$ cat config.mk
export PLATFORM = sky130hd
export DESIGN_NAME = bus_sequencer
export DESIGN_NICKNAME = d
export VERILOG_FILES = /design/src/rtl/bus_sequencer.sv
export SDC_FILE = /design/constraint.sdc
export NUM_CORES = 1
export LEC_CHECK = 0
export BUFFER_PORTS_ARGS = -buffer_cell sky130_fd_sc_hd__buf_2
export CAP_MARGIN = 5
export CORE_MARGIN = 10
export CORE_UTILIZATION = 35
export DETAILED_ROUTE_END_ITERATION = 10
export GPL_TIMING_DRIVEN = 0
export HOLD_SLACK_MARGIN = 0.12
export PLACE_DENSITY = 0.56
export REMOVE_ABC_BUFFERS = 1
export SYNTH_ARGS = -nofsm -noshare
export SYNTH_HDL_FRONTEND = slang
export SYNTH_SLANG_ARGS = --single-unit
$ cat constraint.sdc
create_clock -name clock -period 4.7 [get_ports clock]
set_input_delay 1.41 -clock clock [delete_from_list [all_inputs] [get_ports clock]]
set_output_delay 1.41 -clock clock [all_outputs]
set_load 0.01 [all_outputs]
$ cat src/rtl/bus_sequencer.sv
// bus_sequencer: fetch/decode/execute sequencer for the shared 8-bit data bus.
// Optional single-step pause state under `define STEP_MODE_EN.
`timescale 1ns/1ps
module bus_sequencer #(
    parameter int DATA_BUS_WIDTH = 8,
    parameter int SETTLE_CYCLES  = 1,
    parameter int COUNT_WIDTH    = 16
) (
    input  logic                      clock,
    input  logic                      reset_n,
    input  logic                      start,
    input  logic                      step,
    input  logic [DATA_BUS_WIDTH-1:0] inst,
    output logic [7:0]                drive_sel,
    output logic [7:0]                load_en,
    output logic [2:0]                alu_func,
    output logic                      mem_read,
    output logic                      mem_write,
    output logic                      jump,
    output logic                      busy,
    output logic                      halted,
    output logic [COUNT_WIDTH-1:0]    inst_count
);

`ifdef STEP_MODE_EN
    typedef enum logic [2:0] {S_IDLE, S_FETCH, S_EXEC, S_HALT, S_PAUSE} state_t;
    logic r_step_d;
    logic w_step_rise;
    assign w_step_rise = step & ~r_step_d;
`else
    typedef enum logic [2:0] {S_IDLE, S_FETCH, S_EXEC, S_HALT} state_t;
    logic w_unused_step;
    assign w_unused_step = step;
`endif

    state_t     r_state;
    logic [1:0] r_t;
    logic [3:0] r_settle;
    logic [7:0] r_ir;

    state_t     w_nstate;
    state_t     w_after;
    logic [1:0] w_nt;
    logic       w_retire;
    logic       w_tend;
    logic       w_active;
    logic [7:0] w_ir;
    logic       w_mov, w_alu, w_load, w_store, w_jump, w_halt, w_exec;

    logic [7:0] w_drv, w_ld;
    logic [2:0] w_alu_f;
    logic       w_mr, w_mw, w_jmp;

    assign w_tend   = (r_settle == 4'(SETTLE_CYCLES - 1));
    assign w_active = (r_state == S_FETCH) || (r_state == S_EXEC);
    // During fetch the INST register is decoded live; it is captured at F4.
    assign w_ir     = (r_state == S_FETCH) ? inst : r_ir;

    assign w_mov   = (w_ir[7:6] == 2'b00) && (w_ir[5:3] < 3'd6) &&
                     (w_ir[2:0] < 3'd6) && (w_ir[5:3] != w_ir[2:0]);
    assign w_alu   = (w_ir[7:4] == 4'b1000);
    assign w_load  = (w_ir[7:3] == 5'b10010);
    assign w_store = (w_ir[7:3] == 5'b10011);
    assign w_jump  = (w_ir[7:6] == 2'b11);
    assign w_halt  = (w_ir == 8'hAE);
    assign w_exec  = w_mov | w_alu | w_load | w_store | w_jump;

`ifdef STEP_MODE_EN
    assign w_after = S_PAUSE;
`else
    assign w_after = start ? S_FETCH : S_IDLE;
`endif

    always_comb begin
        w_nstate = r_state;
        w_nt     = r_t;
        w_retire = 1'b0;
        unique case (r_state)
            S_IDLE: begin
                if (start) begin
                    w_nstate = S_FETCH;
                    w_nt     = 2'd0;
                end
            end
            S_FETCH: begin
                if (w_tend) begin
                    if (r_t != 2'd3) begin
                        w_nt = r_t + 2'd1;
                    end else if (w_halt) begin
                        w_nstate = S_HALT;
                        w_retire = 1'b1;
                    end else if (w_exec) begin
                        w_nstate = S_EXEC;
                        w_nt     = 2'd0;
                    end else begin
                        w_nstate = w_after;
                        w_nt     = 2'd0;
                        w_retire = 1'b1;
                    end
                end
            end
            S_EXEC: begin
                if (w_tend) begin
                    if (r_t != 2'd3) begin
                        w_nt = r_t + 2'd1;
                    end else begin
                        w_nstate = w_after;
                        w_nt     = 2'd0;
                        w_retire = 1'b1;
                    end
                end
            end
            S_HALT: begin
                w_nstate = S_HALT;
            end
`ifdef STEP_MODE_EN
            S_PAUSE: begin
                if (!start) begin
                    w_nstate = S_IDLE;
                end else if (w_step_rise) begin
                    w_nstate = S_FETCH;
                    w_nt     = 2'd0;
                end
            end
`endif
            default: w_nstate = S_IDLE;
        endcase
    end

    // Outputs are decoded from the next T-state so they are registered.
    always_comb begin
        w_drv   = 8'h00;
        w_ld    = 8'h00;
        w_alu_f = 3'd0;
        w_mr    = 1'b0;
        w_mw    = 1'b0;
        w_jmp   = 1'b0;
        if (w_nstate == S_FETCH && w_nt != 2'd3) begin
            w_drv[7] = 1'b1;
            w_mr     = 1'b1;
            w_ld[7]  = (w_nt == 2'd1);
        end else if (w_nstate == S_EXEC && w_nt != 2'd3) begin
            unique case (1'b1)
                w_mov: begin
                    w_drv = 8'b1 << w_ir[2:0];
                    if (w_nt == 2'd1) w_ld = 8'b1 << w_ir[5:3];
                end
                w_alu: begin
                    w_drv[6] = 1'b1;
                    w_alu_f  = w_ir[2:0];
                    if (w_nt == 2'd1) w_ld = w_ir[3] ? 8'h08 : 8'h01;
                end
                w_load: begin
                    w_drv[7] = 1'b1;
                    w_mr     = 1'b1;
                    if (w_nt == 2'd1) w_ld = w_ir[2] ? 8'h02 : 8'h01;
                end
                w_store: begin
                    w_drv = w_ir[2] ? 8'h02 : 8'h01;
                    w_mw  = (w_nt == 2'd1);
                end
                w_jump: begin
                    w_drv[7] = 1'b1;
                    w_mr     = 1'b1;
                    w_ld[6]  = (w_nt == 2'd1);
                    w_jmp    = (w_nt == 2'd2);
                end
                default: ;
            endcase
        end
    end

    always_ff @(posedge clock or negedge reset_n) begin
        if (!reset_n) begin
            r_state    <= S_IDLE;
            r_t        <= 2'd0;
            r_settle   <= 4'd0;
            r_ir       <= 8'h00;
            drive_sel  <= 8'h00;
            load_en    <= 8'h00;
            alu_func   <= 3'd0;
            mem_read   <= 1'b0;
            mem_write  <= 1'b0;
            jump       <= 1'b0;
            busy       <= 1'b0;
            halted     <= 1'b0;
            inst_count <= '0;
`ifdef STEP_MODE_EN
            r_step_d   <= 1'b0;
`endif
        end else begin
            r_state   <= w_nstate;
            r_t       <= w_nt;
            r_settle  <= (w_active && !w_tend) ? r_settle + 4'd1 : 4'd0;
            if (r_state == S_FETCH && r_t == 2'd3 && w_tend) r_ir <= inst;
            drive_sel <= w_drv;
            load_en   <= w_ld;
            alu_func  <= w_alu_f;
            mem_read  <= w_mr;
            mem_write <= w_mw;
            jump      <= w_jmp;
            busy      <= (w_nstate != S_IDLE) && (w_nstate != S_HALT);
            halted    <= (w_nstate == S_HALT);
            if (w_retire) inst_count <= inst_count + COUNT_WIDTH'(1);
`ifdef STEP_MODE_EN
            r_step_d  <= step;
`endif
        end
    end

endmodule

==> flow_metrics.py <==
metrics = {
    "synth": {
        "synth_edf_count": 0,
        "ys_seq_area_share_pct": 48.5,
        "synthCells": 285,
        "yosysWarnings": 0,
        "synth_seq_cells": 57,
        "synth.avg_cell_area_um2": 10.3,
        "synth_top_flop_cell": "dfrtp_1",
        "ys_types": 54,
        "netlist_area_um2": 2940,
        "ys_async_sr_fraction_pct": 100,
    },
    "timing": {
        "worstMarginPinSlew_ns": 1.20,
        "finalCritPeriodShare_pct": 72.3,
        "finalSetupViolations": 0,
        "slew_violations": 0,
        "slew-limit-headroom_pct": 19.7,
        "setup_tns_ns": 0,
        "fmax_ghz": 0.294,
        "min_period_ns": 3.40,
        "rsz0062_at_grt": "no",
        "hold_viol_final": 0,
        "finClkSkew_ns": 0.00558,
    },
    "power": {
        "peakVddDrop_mv": 0.239,
        "leakagePower_nw": 1.62,
        "powerDensity_nw_per_um2": 460,
    },
    "worst_setup_path": {
        "worstPathArrival_ns": 3.62,
        "cp.required_ns": 4.92,
        "crit_type": "input port to flop",
        "start_kind": "input port",
        "path_max_fanout": 10,
        "worstSetupEndpoint": "drive_sel[5]",
        "r2r-end": "drive_sel[7]",
        "r2r_start": "r_state[0]",
        "rr_worst_depth": 7,
        "cp-end-kind": "flop",
        "critical_path.startpoint": "inst[7]",
        "r2r_slack_ns": 1.42,
    },
    "placement": {
        "place.gp.congestion": 0.850,
        "hpwl_um": 4950,
        "port_buffers": 50,
    },
    "cells_and_area": {
        "nets": 353,
        "multi_input_area_um2": 1410,
        "seqCellArea_um2": 1430,
        "final_util_pct": 42.7,
        "antennaDiodeCount": 0,
        "n_fill_cell": 824,
        "drive_gt1_share_pct": 24.6,
        "areaGrowthSynthToFinish_pct": 18.7,
        "final_common_cell": "dfrtp_1",
        "final_cell_mix": "dfrtp_1, buf_2, nand2_1, nor3_1, xnor2_1",
    },
    "cts": {
        "cts-root-buf": "clkbuf_8",
        "clock_sinks": 57,
        "hold_buffers": 0,
        "clkTransAtPathRegs_ns": 0.07,
        "cts_tree": "done",
        "cts_resized": 0,
        "h-tree-depth": 3,
        "numCtsBuffers": 9,
        "clock_latency_ns": 0.33,
        "post-cts-setup-buffers": 0,
        "cts_buffer_depth": 2,
    },
    "grt": {
        "grt_usage_pct": 10.9,
        "grt_first_pass_wirelength_um": 11400,
        "grt_overflow": 0,
        "grt_pass1_vias": 2290,
        "grt_max_degree": 58,
        "grt_antenna_before_repair": 0,
    },
    "route": {
        "drt-wirelength-per-cell_um": 15.1,
        "vias": 2287,
        "drtIter0Drc": 183,
        "drtPass1Iterations": 4,
        "wl_um": 6760,
        "drc": 0,
        "vias_per_cell": 5.12,
        "ant_nets": 0,
    },
    "floorplanning": {
        "ios": 52,
        "rows": 33,
        "design.die.area_um2": 12500,
        "die_x_um": 112,
        "start_util_pct": 36.0,
        "fp.coreArea_um2": 8180,
        "die_h_um": 112,
    },
    "run_status": {
        "outcome": "finished, final reports clean",
    },
    "min_path": {
        "hp-start": "inst_count[11]",
        "hold_class": "flop to flop",
    },
    "flow_run": {
        "max_cap_viol_count": 0,
    },
}
-- worst max-delay path, stage by stage --
cell and delay, ns:
buf_2 0.16, nand4bb_1 0.17, nor4_1 0.69, a2111oi_0 0.19, a21oi_2 0.41, o211ai_4 0.23, nor4_1 0.35
-- power breakdown --
group	internal (mW)	leakage, nW	switching (mW)
clock	0.296	0.106	0.193
sequential	0.559	0.764	0.0958
combinational	0.184	0.747	0.276
total	1.04	1.62	0.565
-- cell type report --
| class | count | share of cell area, % |
|---|---|---|
| repair buffers | 51 | 7.46 |
| inverters | 14 | 1.51 |
| multi-input cells | 204 | 40.4 |
| clock buffers | 10 | 3.66 |
| flip-flops and latches | 57 | 40.9 |
| clock inverters | 6 | 2.37 |
| well taps | 105 | 3.77 |
-- logic make-up (layout without fill, tap and decap cells) --
family / count (synthesis) / in the layout / synth area share, %
adders and majority gates: 4 / 4 / 1.70
DFF: 57 / 57 / 48.5
buffers and inverters: 24 / 81 / 3.58
AOI/OAI and AO/OA: 40 / 40 / 10.4
and+or+nand+nor: 122 / 122 / 23.7
other: 1 / 1 / 0.128
xor gates and xnor gates: 23 / 23 / 6.85
muxes: 14 / 14 / 5.15
-- registers in the layout, indices dropped and copies added, names as in the netlist --
| name | count |
|---|---|
| drive_sel | 8 |
| load_en | 8 |
| r_t | 2 |
| r_ir | 8 |
| r_state | 3 |
| halted | 1 |
| inst_count | 16 |
| mem_write | 1 |
| r_settle | 4 |
| alu_func | 3 |
| busy | 1 |
| mem_read | 1 |
| jump | 1 |
-- worst min path at each step --
stage,end,slack (ns),cells past startpoint
3_3_place_gp,inst_count[15],0.46,1
3_5_place_dp,inst_count[11],0.48,1
4_1_cts,inst_count[15],0.49,1
6_report,inst_count[11],0.48,1
5_1_grt,inst_count[10],0.51,1
2_1_floorplan,r_settle[0],0.47,1
-- metal layers --
layer / part of all wire, % / vias up / wire length [um] / GRT usage, %
li1: - / 1122 / - / -
met4: 1.0 / 0 / 69 / 2.83
met3: 7.9 / 7 / 536 / 4.72
met1: 48 / 1082 / 3270 / 15.1
met5: 0 / - / 0 / 0
met2: 43 / 76 / 2880 / 15.2
-- Yosys cell counts (4+ instances only) --
master | n | area (um2)
dfrtp_1 | 57 | 1430
nand2_1 | 29 | 109
nor3_1 | 17 | 85.1
xnor2_1 | 15 | 131
inv_1 | 14 | 52.6
nor2_1 | 12 | 45.0
a21oi_1 | 11 | 55.1
mux2_2 | 9 | 101
nand3_1 | 9 | 45.0
nand4_1 | 9 | 56.3
nand2b_1 | 8 | 50.1
xor2_1 | 8 | 70.1
nor3b_1 | 6 | 45.0
nor4_1 | 6 | 37.5
and2_1 | 5 | 31.3
clkbuf_1 | 5 | 18.8
mux2i_1 | 5 | 50.1
a211oi_1 | 4 | 30.0
ha_1 | 4 | 50.1
o21ai_0 | 4 | 20.0
-- through the flow --
stage / hold WS [ns] / instance area [um2] / setup slack, ns / power [mW] / cells
2_1_floorplan: 0.466 / 2890 / 1.56 / 0.977 / 275
3_3_place_gp: 0.457 / 3270 / 0.862 / 1.12 / 430
3_5_place_dp: 0.482 / 3270 / 0.870 / 1.12 / 430
4_1_cts: 0.493 / 3480 / 1.24 / 1.62 / 446
5_1_grt: 0.514 / 3490 / 0.977 / 1.71 / 447
6_report: 0.484 / 3490 / 1.30 / 1.60 / 447
(Power assumes the default switching activity.)
